$ cat src/rtl/pkt_gen_param.sv
// Parametrised AXI-stream packet generator emitting {pkt_seq, beat_idx} lane patterns.
// Define PKGEN_STATS_EN to add saturating beat/stall statistics outputs.
module pkt_gen_param #(
    parameter int DATA_W  = 512,
    parameter int KEEP_W  = DATA_W / 8,
    parameter int CNT_W   = 32,
    localparam int TAIL_W = $clog2(KEEP_W) + 1
) (
    input  logic              clock,
    input  logic              reset,
    input  logic              io_start,
    input  logic [CNT_W-1:0]  io_idle_cycle,
    input  logic [15:0]       io_pkt_beats,
    input  logic [TAIL_W-1:0] io_tail_bytes,
    input  logic [CNT_W-1:0]  io_pkt_num,
    input  logic              io_data_out_ready,
    output logic              io_data_out_valid,
    output logic [DATA_W-1:0] io_data_out_bits_data,
    output logic [KEEP_W-1:0] io_data_out_bits_keep,
    output logic              io_data_out_bits_last,
    output logic              io_busy,
    output logic              io_done,
`ifdef PKGEN_STATS_EN
    output logic [CNT_W-1:0]  io_stat_beats,
    output logic [CNT_W-1:0]  io_stat_stalls,
`endif
    output logic [CNT_W-1:0]  io_pkt_cnt
);

    localparam int LANES = DATA_W / 32;
    localparam logic [CNT_W-1:0] CNT_ONE = CNT_W'(1);

    typedef enum logic [1:0] {S_IDLE, S_SEND, S_GAP, S_DONE} state_e;

    state_e            state_q, state_d;
    logic [CNT_W-1:0]  idle_q, idle_d;
    logic [15:0]       beats_q, beats_d;
    logic [KEEP_W-1:0] tail_keep_q, tail_keep_d;
    logic [CNT_W-1:0]  num_q, num_d;
    logic [15:0]       beat_q, beat_d;
    logic [CNT_W-1:0]  pkt_cnt_q, pkt_cnt_d;
    logic [CNT_W-1:0]  gap_q, gap_d;

    logic [KEEP_W-1:0] tail_keep_cfg;
    logic [CNT_W:0]    pkt_cnt_inc;
    logic              fire;
    logic              is_last;
    logic              run_start;

    // Tail byte count of 0 or beyond the bus width means a full last beat.
    always_comb begin
        tail_keep_cfg = '1;
        if (io_tail_bytes != '0 && io_tail_bytes <= TAIL_W'(KEEP_W)) begin
            for (int i = 0; i < KEEP_W; i++) begin
                tail_keep_cfg[i] = (i < int'(io_tail_bytes));
            end
        end
    end

    assign fire        = (state_q == S_SEND) && io_data_out_ready;
    assign is_last     = (beat_q == beats_q - 16'd1);
    assign run_start   = (state_q == S_IDLE) && io_start;
    assign pkt_cnt_inc = {1'b0, pkt_cnt_q} + {1'b0, CNT_ONE};

    always_comb begin
        state_d     = state_q;
        idle_d      = idle_q;
        beats_d     = beats_q;
        tail_keep_d = tail_keep_q;
        num_d       = num_q;
        beat_d      = beat_q;
        pkt_cnt_d   = pkt_cnt_q;
        gap_d       = gap_q;
        case (state_q)
            S_IDLE: begin
                if (io_start) begin
                    state_d     = S_SEND;
                    idle_d      = io_idle_cycle;
                    beats_d     = (io_pkt_beats == 16'd0) ? 16'd1 : io_pkt_beats;
                    tail_keep_d = tail_keep_cfg;
                    num_d       = io_pkt_num;
                    beat_d      = '0;
                    pkt_cnt_d   = '0;
                end
            end
            S_SEND: begin
                if (fire) begin
                    if (is_last) begin
                        beat_d = '0;
                        if (pkt_cnt_q != '1) pkt_cnt_d = pkt_cnt_q + CNT_ONE;
                        if (num_q != '0 && pkt_cnt_inc == {1'b0, num_q}) begin
                            state_d = S_DONE;
                        end else if (!io_start) begin
                            state_d = S_IDLE;
                        end else if (idle_q == '0) begin
                            state_d = S_SEND;
                        end else begin
                            state_d = S_GAP;
                            gap_d   = idle_q - CNT_ONE;
                        end
                    end else begin
                        beat_d = beat_q + 16'd1;
                    end
                end
            end
            S_GAP: begin
                if (gap_q == '0) begin
                    state_d = io_start ? S_SEND : S_IDLE;
                end else begin
                    gap_d = gap_q - CNT_ONE;
                end
            end
            S_DONE: begin
                if (!io_start) state_d = S_IDLE;
            end
            default: state_d = S_IDLE;
        endcase
    end

    always_ff @(posedge clock or posedge reset) begin
        if (reset) begin
            state_q     <= S_IDLE;
            idle_q      <= '0;
            beats_q     <= 16'd1;
            tail_keep_q <= '1;
            num_q       <= '0;
            beat_q      <= '0;
            pkt_cnt_q   <= '0;
            gap_q       <= '0;
        end else begin
            state_q     <= state_d;
            idle_q      <= idle_d;
            beats_q     <= beats_d;
            tail_keep_q <= tail_keep_d;
            num_q       <= num_d;
            beat_q      <= beat_d;
            pkt_cnt_q   <= pkt_cnt_d;
            gap_q       <= gap_d;
        end
    end

    // NOTE: outputs are decoded from registered state, so an async reset clears them at once
    // and the beat stays stable for as long as the sink stalls.
    always_comb begin
        io_data_out_valid     = (state_q == S_SEND);
        io_data_out_bits_last = io_data_out_valid && is_last;
        io_data_out_bits_keep = '0;
        io_data_out_bits_data = '0;
        if (io_data_out_valid) begin
            io_data_out_bits_keep = is_last ? tail_keep_q : '1;
            for (int l = 0; l < LANES; l++) begin
                io_data_out_bits_data[l*32 +: 32] = {pkt_cnt_q[15:0], beat_q};
            end
        end
    end

    assign io_busy    = (state_q == S_SEND) || (state_q == S_GAP);
    assign io_done    = (state_q == S_DONE);
    assign io_pkt_cnt = pkt_cnt_q;

`ifdef PKGEN_STATS_EN
    logic [CNT_W-1:0] stat_beats_q;
    logic [CNT_W-1:0] stat_stalls_q;

    always_ff @(posedge clock or posedge reset) begin
        if (reset) begin
            stat_beats_q  <= '0;
            stat_stalls_q <= '0;
        end else if (run_start) begin
            stat_beats_q  <= '0;
            stat_stalls_q <= '0;
        end else begin
            if (fire && stat_beats_q != '1) stat_beats_q <= stat_beats_q + CNT_ONE;
            if (io_data_out_valid && !io_data_out_ready && stat_stalls_q != '1)
                stat_stalls_q <= stat_stalls_q + CNT_ONE;
        end
    end

    assign io_stat_beats  = stat_beats_q;
    assign io_stat_stalls = stat_stalls_q;
`else
    logic unused_run_start;
    assign unused_run_start = run_start;
`endif

endmodule

$ cat config.mk
export PLATFORM = sky130hd
export DESIGN_NAME = pkt_gen_param
export DESIGN_NICKNAME = d
export VERILOG_FILES = /design/src/rtl/pkt_gen_param.sv
export SDC_FILE = /design/constraint.sdc
export NUM_CORES = 1
export LEC_CHECK = 0
export ABC_AREA = 1
export ABC_CLOCK_PERIOD_IN_PS = 21800
export CAP_MARGIN = 15
export CORE_AREA = 4 4 274 276
export DETAILED_ROUTE_END_ITERATION = 7
export DIE_AREA = 0 0 278 280
export SKIP_LAST_GASP = 1
export SYNTH_ARGS = -nofsm -noshare
export SYNTH_HDL_FRONTEND = slang
export SYNTH_SLANG_ARGS = --single-unit
$ cat constraint.sdc
create_clock -name clock -period 21.8 [get_ports clock]
set_input_delay 6.54 -clock clock [delete_from_list [all_inputs] [get_ports clock]]
set_output_delay 6.54 -clock clock [all_outputs]
set_load 0.005 [all_outputs]
After elaboration in Yosys (flattened, before gate mapping)
Index checks and enable logic that the tools add are counted.
- $lt $le $gt $ge: 65
- reduce and logical (&&, ||, !) cells: 18
- bitwise operators: 0
- mux-type cells: 31
- equal/unequal tests: 16
- multiply operators: 0
- $add $sub $neg: 6
- shifts and indexed selects: 0
- divide/modulo/power cells: 0
- operators by type and width (kind ; count):
    512-bit 2-to-1 mux ; 1
    32-bit 2-to-1 mux ; 10
    6-bit by 7-bit < comparator with 1-bit output, first input constant ; 32
    64-bit 2-to-1 mux ; 3
    32-bit case mux with 2 select lines ; 2
    5-bit by 7-bit < comparator with 1-bit output, first input constant ; 16
    32-bit zero test ; 2
    16-bit 2-to-1 mux ; 4
    32-bit by 1-bit subtractor with 32-bit output, second input constant ; 2
    4-bit by 7-bit < comparator with 1-bit output, first input constant ; 8
    32-bit by 1-bit adder with 33-bit output, second input constant ; 1
    33-bit by 32-bit == test with 1-bit output ; 1
    32-bit by 1-bit adder with 32-bit output, second input constant ; 1
    32-bit inequality test, second input constant ; 1
    16-bit case mux with 2 select lines ; 1
    32-bit nonzero test ; 1
    3-bit by 7-bit < comparator with 1-bit output, first input constant ; 4
    16-bit by 1-bit adder with 16-bit output, second input constant ; 1
    16-bit == test ; 1
    16-bit zero test ; 1
    2-bit 2-to-1 mux ; 8
    16-bit by 1-bit subtractor with 16-bit output, second input constant ; 1
    1-bit by 7-bit < comparator with 1-bit output, first input constant ; 2
    2-bit by 7-bit < comparator with 1-bit output, first input constant ; 2
    other kinds (16) ; 30
- bits in latches: 0
- memories kept: 0
- register bits: 226
- bits of input ports: 91
- logic and storage cells: 144
- memory bits (read-only): 0
- bits in writable memories: 0
- output and inout bits: 612

Logic depth before layout (Yosys ltp)
- depth after elaboration: 7
- gate-level depth with buffers: 20
- depth with buffers taken out: 19

Worst setup path after synthesis
OpenSTA, ideal clock, no wires.
- kind: register to output
- start: reg beats_q[0]
- end: out io_data_out_bits_keep[27]
- setup slack: 13054 ps
- data arrival time: 2206 ps
- required time: 15260 ps
- stages on the path, launching flop included: 16
- cell sequence: dfstp_2 -> inv_1 -> ha_1 -> nand2_1 -> nor2_1 -> nand2_1 -> nor2_1 -> nand2_1 -> xor2_1 -> nand3_1 -> nor2_1 -> nand3_2 -> nand2_2 -> buf_2 -> clkbuf_1 -> o21ai_0
- cells in the longest elaborated chain, start to end: 4
- ends and longest elaborated chain (item ; RTL line ; source):
    from (decl) ; 37 ; logic [15:0] beats_q, beats_d;
    from (signal assigned) ; 133 ; beats_q <= beats_d;
    16-bit by 1-bit subtractor with 16-bit output ; 61 ; assign is_last = (beat_q == beats_q - 16'd1);
    16-bit == test ; 61 ;
    64-bit 2-to-1 mux ; 150 ; io_data_out_bits_keep = is_last ? tail_keep_q : '1;
    64-bit 2-to-1 mux ; 149 ; if (io_data_out_valid) begin
    to (decl) ; 19 ; output logic [KEEP_W-1:0] io_data_out_bits_keep,
Every way passes these cells.

Worst setup path after layout
- start: reg beats_q[0]
- end: out io_data_out_bits_keep[18]
The elaborated chain is that of the path after synthesis.

==> summary.md <==
| Metric | Value |
|---|---|
| Clk sinks | `226` |
| DRC | `0` |
| Cell count after synthesis | `2,325` |
| Async SR Flop Fraction | `100%` |
| Post-synthesis sequential area ratio | `33.7%` |
| Combinational share of power | `46.2%` |
| Unrepaired setup endpoints after global routing | `false` |
| Cell Area, Synth | `17,000 um2` |
| Total wire length | `62,800 um` |
| CP endpoint kind | `output port` |
| First-pass GRT wire length | `92,700 um` |
| Worst-case clock skew | `0.0185 ns` |
| Status | `completed` |
| Clock Latency Late Sink | `0.56 ns` |
| Measured slew at the worst slew-check pin | `1.19 ns` |
| Die extent in y | `280 um` |
| CTS tree | `built` |
| H-tree depth | `1` |
| Row count | `99` |
| Tcrit/Tclk final | `48.6%` |
| Core area | `72,600 um2` |
| Post-Route Setup TNS | `0 ns` |
| Total power draw | `0.00222 W` |
| Reg power frac | `32.2%` |
| Post-DRT Antenna Nets | `0` |
| Sw Ratio | `39.3%` |
| DR vias/cell | `4.28` |
| Number of global-route vias before repair | `14,274` |
| Yosys warns | `0` |
| Max incr delay on CP | `0.82 ns` |
| Worst VDD drop | `65.9 uV` |
| Worst min path class | `register to register` |
| Setup CP Type | `register to output port` |
| First DRT Iteration DRCs | `1,027` |
| Net Sw Power | `0.000874 W` |
| IO Port Bufs | `702` |
| Antenna violations before repair | `15` |
| Max FO, Critical Path | `67` |
| Final Cell Area | `22,300 um2` |
| Initial Util | `23.5%` |
| Fin crit period | `10.60 ns` |
| Syn-to-layout area delta | `31.2%` |
| Cell-internal power | `0.00135 W` |
| Setup bufs post-CTS | `0` |
| Num ports | `703` |
| Mapped Nets | `2,425` |
| GRT overflow | `0` |
| Final setup fails | `0` |
| Fmax | `0.0943 GHz` |
| Final HPWL DP | `49,200 um` |
| Power per standard cell area | `99.5 nW/um2` |
| Post-CTS Hold Buffers | `0` |
| Hold_ws | `0.475 ns` |
| Detailed-route via count | `14,971` |
| Clk network pwr share | `21.6%` |
| Nets@finish | `2,612` |
| Arr. time, crit path | `4.06 ns` |
| CP max stage cell | `nand2_2` |
| Largest net degree at the start of global routing | `92` |
| Slew Limit Fails | `0` |
| Pleak | `9.52 nW` |
| Pre-CTS setup slack | `11.74 ns` |
| Drt pass-1 iters | `6` |
| Setup WS post-layout | `11.20 ns` |
| DR WL/cell | `18.0 um` |
| Clock slew seen by the registers of the worst setup and hold paths | `0.07 ns` |
| Placed Area | `21,400 um2` |
| # resized after CTS | `0` |
| Critical Path RT | `15.26 ns` |
| Filler instances | `7,707` |
| #FFs+latches synth | `226` |
| CTS buffer count | `25` |
| Worst-case clock buffer depth | `3` |
| Critical path, cell by cell | `inv_1 > ha_1 > nand2_1 > nor2_1 > nand2_1 > nor2_1 > nand2_1 > xor2_1 > nand3_1 > nor2_1 > nand3_2 > nand2_2 > o21ai_0 > clkdlybuf4s50_1` |
| Layout cells sized above 1 | `6.36%` |
| Slew margin rel. | `20.8%` |
| Count of cell types in the netlist | `49` |
| Average footprint of a synthesized cell | `7.32 um2` |
| Number of enable flip-flop cells after synthesis | `0` |
| Max_cap viols | `0` |
| Root buffer cell | `clkbuf_16` |
| Post-synth top flop | `dfrtp_1` |
| Startpoint Class | `register` |
| Tot GR Track Use | `15.1%` |
| Final Hold Viols | `0` |
| Die Area | `77,800 um2` |
| Die X | `278 um` |
| Gpl congestion | `0.861` |
[worst max-delay path: cells and delay by family, from the launching register on]
kind            cells  cell delay (ns)
simple gates        9             1.74
xor+xnor            1             0.18
fa+ha+maj           1             0.21
compound gates      1             0.29
buf+inv             2             0.64
flops               1             0.38
[area by class of cell]
class / count / area (um2) / area share [%]
Antenna cell: 7 / 17.5 / 0.0784
Clock buffer: 39 / 781 / 3.49
Clock inverter: 7 / 139 / 0.622
Inverter: 258 / 978 / 4.38
Multi-Input combinational cell: 1291 / 6410 / 28.7
Sequential cell: 226 / 5740 / 25.7
Tap cell: 959 / 1200 / 5.37
Timing Repair Buffer: 710 / 7090 / 31.7
[metal layers]
layer  global-route usage (%)  share of wire [%]  up-vias
li1                         -                  -     7239
met1                     19.0                 41     7106
met2                     25.8                 48      522
met3                     4.16                8.1       88
met4                     3.56                2.2       16
met5                        0               0.16        -
[kinds of logic after synthesis]
kind of cell | Yosys count | share of synthesized area (%)
compound gates | 282 | 9.29
mux | 12 | 0.705
fa+ha+maj | 9 | 0.661
flops | 226 | 33.7
buf+inv | 808 | 28.8
simple gates | 915 | 22.8
xor+xnor | 73 | 4.08
[registers in the layout (all words and copies together), names as in the netlist]
signal and flops:
tail_keep_q 64, gap_q 32, idle_q 32, io_pkt_cnt 32
num_q 32, beat_q 16, beats_q 16, state_q 2
[final timing paths]
kind / end / depth (start not counted) / slack (ns) / startpoint
min in group asynchronous: num_q[15]$_DFFE_PP0P_ / 2 / 6.54 / reset
setup / recovery: io_data_out_bits_keep[18] / 14 / 11.20 / beats_q[0]$_DFFE_PP1P_
hold reg to reg: tail_keep_q[0]$_DFFE_PP1P_ / 2 / 0.47 / tail_keep_q[0]$_DFFE_PP1P_
setup reg to reg: io_pkt_cnt[10]$_DFFE_PP0P_ / 9 / 17.39 / state_q[1]$_DFFE_PP0P_
hold / removal: tail_keep_q[0]$_DFFE_PP1P_ / 2 / 0.47 / tail_keep_q[0]$_DFFE_PP1P_
max in group asynchronous: io_pkt_cnt[15]$_DFFE_PP0P_ / 3 / 13.90 / reset
[synthesized netlist by cell type, types with 13 or more instances]
| cell type | n | area, um2 |
|---|---|---|
| buf_4 | 482 | 3620 |
| buf_2 | 15 | 75.1 |
| nor2_1 | 156 | 586 |
| nor3_1 | 13 | 65.1 |
| dfrtp_1 | 161 | 4030 |
| nand2_1 | 547 | 2050 |
| xnor2_1 | 17 | 149 |
| nand4_1 | 18 | 113 |
| inv_1 | 252 | 946 |
| xor2_1 | 52 | 455 |
| nor4_1 | 21 | 131 |
| clkbuf_1 | 46 | 173 |
| a21oi_1 | 21 | 105 |
| o22ai_1 | 29 | 181 |
| dfstp_2 | 65 | 1710 |
| o21ai_0 | 179 | 896 |
| nand3_1 | 113 | 566 |
[power groups by stage]
stage	Combinational [W]	Sequential [W]	Clock, W
after floorplan	0.000658	0.000681	0
after global placement	0.00103	0.000719	0
after detailed placement	0.00104	0.000720	0
after CTS	0.00104	0.000715	0.000491
after global routing	0.00115	0.000736	0.000508
final	0.00103	0.000716	0.000479
[per-stage QoR]
stage	utilization, %	cells
after global placement	29.5	3444
after global routing	30.8	3493
after floorplan	-	2325
final	30.8	3497
after CTS	30.8	3490
after detailed placement	29.5	3444
[cells in the final DEF, fill, tap and decap left out, drive strengths merged]
cell type / instances
a211oi: 2
a21boi: 1
a21oi: 21
a221oi: 5
a22o: 1
a22oi: 9
a311oi: 1
a31oi: 7
and3: 1
buf: 8
bufinv: 4
clkbuf: 39
clkdlybuf4s50: 702
clkinv: 4
dfrtp: 161
dfstp: 65
diode: 7
ha: 9
inv: 257
mux2i: 12
nand2: 553
nand3: 114
nand3b: 7
nand4: 19
nor2: 173
nor3: 16
nor3b: 1
nor4: 21
o211ai: 6
o21ai: 187
o21bai: 1
o221ai: 12
o22ai: 29
or2: 10
xnor2: 17
xnor3: 4
xor2: 52
Power figures use the tool's default switching activity.
